`src/rtl/hdmi_rom_pic_reader.sv`:
```
// hdmi_rom_pic_reader: tracks de/hs/vs timing, places a ROM picture window in the active area
// and emits window pixels merged with a background colour, three clocks behind the inputs.
module hdmi_rom_pic_reader #(
    parameter int                    ADDR_WIDTH = 16,
    parameter int                    DATA_WIDTH = 24,
    parameter int                    IMG_W      = 256,
    parameter int                    IMG_H      = 256,
    parameter int                    H_START    = 512,
    parameter int                    V_START    = 232,
    parameter logic [DATA_WIDTH-1:0] BG_COLOR   = '0,
    parameter int                    CNT_WIDTH  = 12
) (
    input  logic                  clk,
    input  logic                  rst,
    input  logic                  de_in,
    input  logic                  hs_in,
    input  logic                  vs_in,
    output logic [ADDR_WIDTH-1:0] rom_addr,
    input  logic [DATA_WIDTH-1:0] rom_data,
    output logic                  de_out,
    output logic                  hs_out,
    output logic                  vs_out,
    output logic [DATA_WIDTH-1:0] rgb_out,
    output logic                  frame_start
);
    localparam logic [CNT_WIDTH:0]    X_LO     = (CNT_WIDTH+1)'(H_START);
    localparam logic [CNT_WIDTH:0]    X_HI     = (CNT_WIDTH+1)'(H_START + IMG_W);
    localparam logic [CNT_WIDTH:0]    Y_LO     = (CNT_WIDTH+1)'(V_START);
    localparam logic [CNT_WIDTH:0]    Y_HI     = (CNT_WIDTH+1)'(V_START + IMG_H);
    localparam logic [CNT_WIDTH-1:0]  X_OFF    = CNT_WIDTH'(H_START);
    localparam logic [ADDR_WIDTH-1:0] ROW_STEP = ADDR_WIDTH'(IMG_W);

    logic [CNT_WIDTH-1:0]  r_x_cnt, r_y_cnt, w_y;
    logic [ADDR_WIDTH-1:0] r_row_base, w_row_base, w_addr;
    logic [1:0]            r_de_d, r_hs_d, r_vs_d, r_win_d, r_sync_d;
    logic                  r_synced, w_synced, w_vs_rise, w_de_fall;
    logic                  w_x_in, w_y_in, w_y_cnt_in, w_in_win;

    // A frame start overrides everything else on its cycle, so the pixel there is already line 0.
    always_comb begin
        w_vs_rise  = vs_in & ~r_vs_d[0];
        w_de_fall  = ~de_in & r_de_d[0];
        w_synced   = r_synced | w_vs_rise;
        w_y        = w_vs_rise ? '0 : r_y_cnt;
        w_row_base = w_vs_rise ? '0 : r_row_base;
        w_x_in     = ({1'b0, r_x_cnt} >= X_LO) && ({1'b0, r_x_cnt} < X_HI);
        w_y_in     = ({1'b0, w_y} >= Y_LO) && ({1'b0, w_y} < Y_HI);
        w_y_cnt_in = ({1'b0, r_y_cnt} >= Y_LO) && ({1'b0, r_y_cnt} < Y_HI);
        w_in_win   = w_synced & de_in & w_x_in & w_y_in;
        w_addr     = w_row_base + ADDR_WIDTH'(r_x_cnt - X_OFF);
    end

    always_ff @(posedge clk) begin
        if (rst) begin
            r_x_cnt     <= '0;
            r_y_cnt     <= '0;
            r_row_base  <= '0;
            r_synced    <= 1'b0;
            r_de_d      <= '0;
            r_hs_d      <= '0;
            r_vs_d      <= '0;
            r_win_d     <= '0;
            r_sync_d    <= '0;
            rom_addr    <= '0;
            de_out      <= 1'b0;
            hs_out      <= 1'b0;
            vs_out      <= 1'b0;
            rgb_out     <= BG_COLOR;
            frame_start <= 1'b0;
        end else begin
            r_x_cnt     <= de_in ? r_x_cnt + CNT_WIDTH'(1) : '0;
            r_y_cnt     <= w_vs_rise ? '0 : (w_de_fall ? r_y_cnt + CNT_WIDTH'(1) : r_y_cnt);
            r_row_base  <= w_vs_rise ? '0 : ((w_de_fall && w_y_cnt_in) ? r_row_base + ROW_STEP : r_row_base);
            r_synced    <= w_synced;
            r_de_d      <= {r_de_d[0], de_in};
            r_hs_d      <= {r_hs_d[0], hs_in};
            r_vs_d      <= {r_vs_d[0], vs_in};
            r_win_d     <= {r_win_d[0], w_in_win};
            r_sync_d    <= {r_sync_d[0], w_synced};
            rom_addr    <= w_in_win ? w_addr : rom_addr;
            de_out      <= r_de_d[1];
            hs_out      <= r_hs_d[1];
            vs_out      <= r_vs_d[1];
            rgb_out     <= r_win_d[1] ? rom_data : BG_COLOR;
            frame_start <= r_vs_d[1] & ~vs_out & r_sync_d[1];
        end
    end
endmodule

```
`config.mk`:
```
export PLATFORM = sky130hd
export DESIGN_NAME = hdmi_rom_pic_reader
export DESIGN_NICKNAME = d
export VERILOG_FILES = /design/src/rtl/hdmi_rom_pic_reader.sv
export SDC_FILE = /design/constraint.sdc
export NUM_CORES = 1
export LEC_CHECK = 0
export CAP_MARGIN = 20
export CORE_MARGIN = 8
export CORE_UTILIZATION = 40
export CTS_BUF_LIST = sky130_fd_sc_hd__clkbuf_8 sky130_fd_sc_hd__clkbuf_16
export DETAILED_ROUTE_END_ITERATION = 10
export HOLD_SLACK_MARGIN = 0.03
export PLACE_DENSITY = 0.65
export SYNTH_ARGS = -nofsm -noshare
export SYNTH_HDL_FRONTEND = slang
export SYNTH_SLANG_ARGS = --single-unit
export TNS_END_PERCENT = 10
```
`constraint.sdc`:
```
create_clock -name clk -period 3.5 [get_ports clk]
set_input_delay 0.35 -clock clk [delete_from_list [all_inputs] [get_ports clk]]
set_output_delay 0.35 -clock clk [all_outputs]
set_load 0.05 [all_outputs]
```
==> results of run 1 <==
## power by group through the flow
stage          registers [mW]  logic (mW)  clock network (mW)
2_1_floorplan            1.01      0.0231                   0
5_1_grt                 0.990      0.0715               0.917
3_5_place_dp             1.01      0.0659                   0
3_3_place_gp             1.01      0.0654                   0
4_1_cts                 0.989      0.0663               0.872
6_report                0.989      0.0652               0.845
## area by class of cell
| cell class | count | area (µm²) | area share |
|---|---|---|---|
| multi-input cells | 253 | 1570 | 0.352 |
| repair buffers | 76 | 754 | 0.169 |
| clock inverters | 7 | 125 | 0.0280 |
| well taps | 105 | 131 | 0.0294 |
| inverters | 11 | 41.3 | 0.00924 |
| clock buffers | 9 | 124 | 0.0277 |
| flip-flops and latches | 86 | 1720 | 0.385 |
## critical path, cell delays in order (launching register included)
cell and delay, ps:
dfxtp_1 420, inv_1 160, ha_1 230, ha_1 270, inv_1 50, ha_1 310
o21ai_0 90, nor2_1 90, o22a_1 210, o31a_1 280, or3_1 300, a31oi_1 150
## state kept, by name, summed over array words and instances, names as in the netlist
signal	count
de_out	1
frame_start	1
hs_out	1
r_de_d	2
r_hs_d	2
r_row_base	8
r_sync_d	2
r_vs_d	2
r_win_d	2
r_x_cnt	12
r_y_cnt	12
rgb_out	24
rom_addr	16
vs_out	1
## cell families (layout without fill, tap and decap cells)
| family | after synthesis | after routing | synth area share |
|---|---|---|---|
| buffers and inverters | 27 | 103 | 0.0324 |
| xor gates and xnor gates | 33 | 33 | 0.0849 |
| adders and majority gates | 14 | 14 | 0.0537 |
| muxes | 3 | 3 | 0.00882 |
| and+or+nand+nor | 166 | 166 | 0.248 |
| DFF | 86 | 86 | 0.506 |
| AOI/OAI and AO/OA | 37 | 37 | 0.0662 |
## synthesized netlist by cell type (2+ instances only)
master     n
nor2_1    38
o31ai_1    2
ha_1      13
nor4_1     2
nand3b_1   2
mux2i_1    3
nand3_1   18
dfxtp_1   86
a21oi_1   20
and2_1    31
xnor2_1   13
and3_1     6
nand2_1   35
a21o_1     2
nor3_1     3
nor2b_1   12
a211oi_1   2
inv_1     11
nand4_1    6
nand2b_1   3
o21ai_0    4
or3_1      6
clkbuf_1  13
xor2_1    20
## layer usage
| metal | up-vias | track usage | part of all wire |
|---|---|---|---|
| li1 | 1349 | - | - |
| met4 | 0 | 0.0446 | 0.013 |
| met3 | 10 | 0.0434 | 0.071 |
| met1 | 1142 | 0.151 | 0.48 |
| met2 | 60 | 0.198 | 0.44 |
| met5 | - | 0 | 0 |
## metrics by stage
step	cells	worst slack [ps]	power (mW)	instance area (µm²)	hold slack, ps
6_report	547	882	1.90	4470	441
5_1_grt	547	724	1.98	4470	467
4_1_cts	547	868	1.93	4470	446
3_5_place_dp	531	635	1.08	4220	425
3_3_place_gp	530	707	1.08	4210	418
2_1_floorplan	366	1080	1.04	3400	414
## worst min-delay path by stage
stage	start	to	slack, ps	cells after the start
2_1_floorplan	r_de_d[1]	de_out	410	1
3_3_place_gp	r_hs_d[1]	hs_out	420	1
3_5_place_dp	r_de_d[1]	de_out	420	1
4_1_cts	r_de_d[1]	de_out	450	1
5_1_grt	r_hs_d[1]	hs_out	470	1
6_report	r_de_d[1]	de_out	440	1
==> flow_summary.yaml, run 1 <==
global_route:
  grt_max_degree: 22
  gr-total-overflow: 0
  grt_pass1_wl_um: 11700
  grt_pass1_vias: 2479
  grt_usage: 0.124
  antenna_found_initial: 0
logic_synthesis:
  synthArstFlopShare: 0
  synth-main-ff-cell: "dfxtp_1"
  syn_avg_cell_area_um2: 9.30
  synth_cell_types: 39
  syn_area_um2: 3400
  synth_nets: 409
  synth_edf_count: 0
  synth_top_area_frac: 0.506
  synth_area_leaders: "dfxtp_1 (51%), and2_1 (5.7%), xor2_1 (5.1%)"
  synth_top_cell_by_area: "dfxtp_1"
  postSynthCellCount: 366
  yosysSeqAreaShare: 0.506
  synth_seq_cells: 86
  yosys_warnings: 0
setup_path:
  r2r-end: "rom_addr[15]"
  r2r_slack_ps: 880
  start_kind: "flip-flop"
  cp_max_fo: 5
  cp-end-kind: "flip-flop"
  arrival_ps: 2900
  worstSetupPathType: "reg2reg"
  cp-startpoint: "r_x_cnt[9]"
  reg2reg_from: "r_x_cnt[9]"
  r2r_cells: 11
  crit_path_end: "rom_addr[15]"
  required_ps: 3780
routing:
  dr.pass1.iters: 4
  drt_iter0_markers: 111
  ant_nets: 0
  vias: 2561
  viasPerCell: 4.68
  routed_wl_um: 7040
  wl_per_cell_um: 12.9
  drc_errors: 0
layout:
  final_cell_mix: "dfxtp_1 (86), clkdlybuf4s50_1 (72), nor2_1 (38)"
  area_growth_pct: 31.3
  n_fill_cell: 732
  antenna_cells: 0
  final_common_cell: "dfxtp_1"
  final_layout_size_suffix_gt1_frac: 0.0498
  layout.nets: 480
  fin_util: 0.544
place:
  dp.final_hpwl_um: 5350
  gp_congestion: 0.792
  io_buffers: 72
timing:
  tightest_slew_ps: 735
  setup_viol: 0
  fmax_mhz: 382
  worst_clock_skew_ps: 16.1
  drv_slew: 0
  hold_viol: 0
  min_period_ps: 2620
  rsz0062_at_grt: "false"
  fin_crit_sh: 0.748
  fin_setup_tns_ps: 0
  max_slew_margin: 0.510
floorplanning:
  chipHeight_um: 108
  dieArea_um2: 11700
  start_util: 0.414
  ios: 73
  rows: 33
  die_x_um: 108
  design.core.area_um2: 8220
clock_tree:
  post_cts_buffers: 0
  cts_hold_buf: 0
  cts_made_buffers: 9
  clkTransAtPathRegs_ps: 90
  cts.path.max_buffers: 2
  htreeDepth: 3
  cts_resized: 0
  clkSinkCount: 86
  clk_latency_ps: 350
  tritoncts: "yes"
  cts-root-buf: "clkbuf_8"
power:
  peakVddDrop_uv: 230
  p_switching_mw: 0.393
  p_comb_frac: 0.034
  power.leakage_nw: 1.70
  p_int_mw: 1.51
  power.share.clock: 0.445
  swShare: 0.207
  p_per_area_nw_per_um2: 425
  p_seq_frac: 0.521
min_path:
  hp-class: "reg2reg"
run:
  max_cap_viol_count: 0
run_status:
  status: "finished, final reports clean"
Power figures use the tool's default switching activity.
==> run 2, diff against run 1 <==
--- a/config.mk
+++ b/config.mk
@@ -11,7 +11,7 @@
 export CTS_BUF_LIST = sky130_fd_sc_hd__clkbuf_8 sky130_fd_sc_hd__clkbuf_16
 export DETAILED_ROUTE_END_ITERATION = 10
 export HOLD_SLACK_MARGIN = 0.03
-export PLACE_DENSITY = 0.65
+export PLACE_DENSITY = 0.68
 export SYNTH_ARGS = -nofsm -noshare
 export SYNTH_HDL_FRONTEND = slang
 export SYNTH_SLANG_ARGS = --single-unit
==> constraint.sdc (replaced) <==
create_clock -name clk -period 2.4 [get_ports clk]
set_input_delay 0.24 -clock clk [delete_from_list [all_inputs] [get_ports clk]]
set_output_delay 0.24 -clock clk [all_outputs]
set_load 0.05 [all_outputs]
==> flow_summary.yaml, run 2 (same netlist as run 1, synthesis figures left out) <==
clock_tree:
  clkTransAtPathRegs_ps: 90
  cts.path.max_buffers: 2
  cts-root-buf: "clkbuf_8"
  post_cts_buffers: 0
  clk_latency_ps: 350
  cts_hold_buf: 0
  cts_made_buffers: 9
  htreeDepth: 3
  clkSinkCount: 86
  tritoncts: "yes"
  cts_resized: 0
setup_path:
  path_cells: "inv_1 > ha_1 > ha_1 > inv_1 > ha_4 > o21ai_2 > nor2_2 > o22a_1 > o31a_1 > or3_1 > a31oi_1"
  worstSetupPathType: "reg2reg"
  reg2reg_from: "r_x_cnt[10]"
  cp-startpoint: "r_x_cnt[10]"
  arrival_ps: 2550
  critPathSlowestCell: "dfxtp_2"
  r2r_slack_ps: 140
  required_ps: 2690
  critPathMaxStageDelay_ps: 340
  r2r-end: "rom_addr[15]"
  crit_path_end: "rom_addr[15]"
  start_kind: "flip-flop"
  cp_max_fo: 3
  r2r_cells: 11
  cp-end-kind: "flip-flop"
routing:
  vias: 2642
  viasPerCell: 4.68
  dr.pass1.iters: 4
  wl_per_cell_um: 12.9
  drc_errors: 0
  drt_iter0_markers: 80
  routed_wl_um: 7270
  ant_nets: 0
place:
  gp_congestion: 0.764
  dp.final_hpwl_um: 5360
  io_buffers: 72
  place_ws_ps: -297
power:
  p_per_area_nw_per_um2: 589
  p_comb_frac: 0.038
  peakVddDrop_uv: 322
  p_int_mw: 2.18
  p_seq_frac: 0.527
  power.share.clock: 0.434
  p_switching_mw: 0.549
  swShare: 0.201
  power.leakage_nw: 1.79
timing:
  drv_slew: 0
  worst_clock_skew_ps: 11.9
  setup_viol: 0
  max_slew_margin: 0.649
  fin_setup_tns_ps: 0
  tightest_slew_ps: 524
  hold_viol: 0
  min_period_ps: 2260
  fin_crit_sh: 0.941
  postLayoutSetupSlackWorst_ps: 141
  fmax_mhz: 443
floorplanning:
  rows: 33
  dieArea_um2: 11700
  ios: 73
  die_x_um: 108
  chipHeight_um: 108
  design.core.area_um2: 8220
  start_util: 0.414
layout:
  fin_util: 0.565
  top_register: "rgb_out"
  final_layout_size_suffix_gt1_frac: 0.107
  layout.nets: 498
  final_cell_mix: "dfxtp_1 (84), clkdlybuf4s50_1 (72), nor2_1 (37)"
  area_growth_pct: 36.4
  reg.largest.list: "rgb_out x24, rom_addr x16"
  largest_reg_flops: 24
  final_common_cell: "dfxtp_1"
  antenna_cells: 0
run:
  max_cap_viol_count: 0
global_route:
  antenna_found_initial: 0
  grt_usage: 0.127
  gr-total-overflow: 0
  grt_max_degree: 33
  grt_pass1_vias: 2599
  grt_pass1_wl_um: 11900
min_path:
  hp-class: "in2reg"
run_status:
  status: "finished, final reports clean"
[run 2: cell type report]
type / instances / area, µm²
timing repair buffer: 94 / 886
tap: 105 / 131
clock buffer: 9 / 124
multi-input combinational: 253 / 1620
inverter: 11 / 41.3
clock inverter: 7 / 113
fill: 739 / 3580
sequential: 86 / 1720
[run 2: metrics by stage]
step / power (mW) / instances / area, µm² / hold WS, ps
6_report: 2.73 / 565 / 4640 / 435
5_1_grt: 2.84 / 565 / 4640 / 432
4_1_cts: 2.77 / 564 / 4580 / 417
3_5_place_dp: 1.58 / 548 / 4340 / 431
3_3_place_gp: 1.58 / 548 / 4340 / 418
2_1_floorplan: 1.51 / 366 / 3400 / 319
[run 2: worst min-delay path by stage]
stage / slack (ps) / to / startpoint / cells after the start
2_1_floorplan: 320 / vs_out / rst / 1
3_3_place_gp: 420 / r_hs_d[1] / r_hs_d[0] / 1
3_5_place_dp: 430 / hs_out / r_hs_d[1] / 1
4_1_cts: 420 / rgb_out[16] / rom_data[16] / 2
5_1_grt: 430 / rgb_out[22] / rom_data[22] / 2
6_report: 440 / rgb_out[16] / rom_data[16] / 2
[run 2: routing by layer]
layer,track usage,up-vias,wire [µm]
li1,-,1379,-
met1,0.151,1196,3470
met4,0.0585,0,85
met5,0,-,0
met3,0.0369,8,424
met2,0.206,59,3290
[run 2: critical path, delay by kind of cell (launching register included)]
family	cells	cell delay, ps
compound gates	4	680
simple gates	2	370
fa+ha+maj	3	640
flops	1	340
buf+inv	2	170
[run 2: power by group through the flow]
stage          logic (mW)  clock network [mW]  registers (mW)
2_1_floorplan      0.0339                   0            1.48
3_3_place_gp        0.103                   0            1.48
3_5_place_dp        0.103                   0            1.48
4_1_cts             0.104                1.22            1.44
5_1_grt             0.115                1.28            1.44
6_report            0.105                1.19            1.44
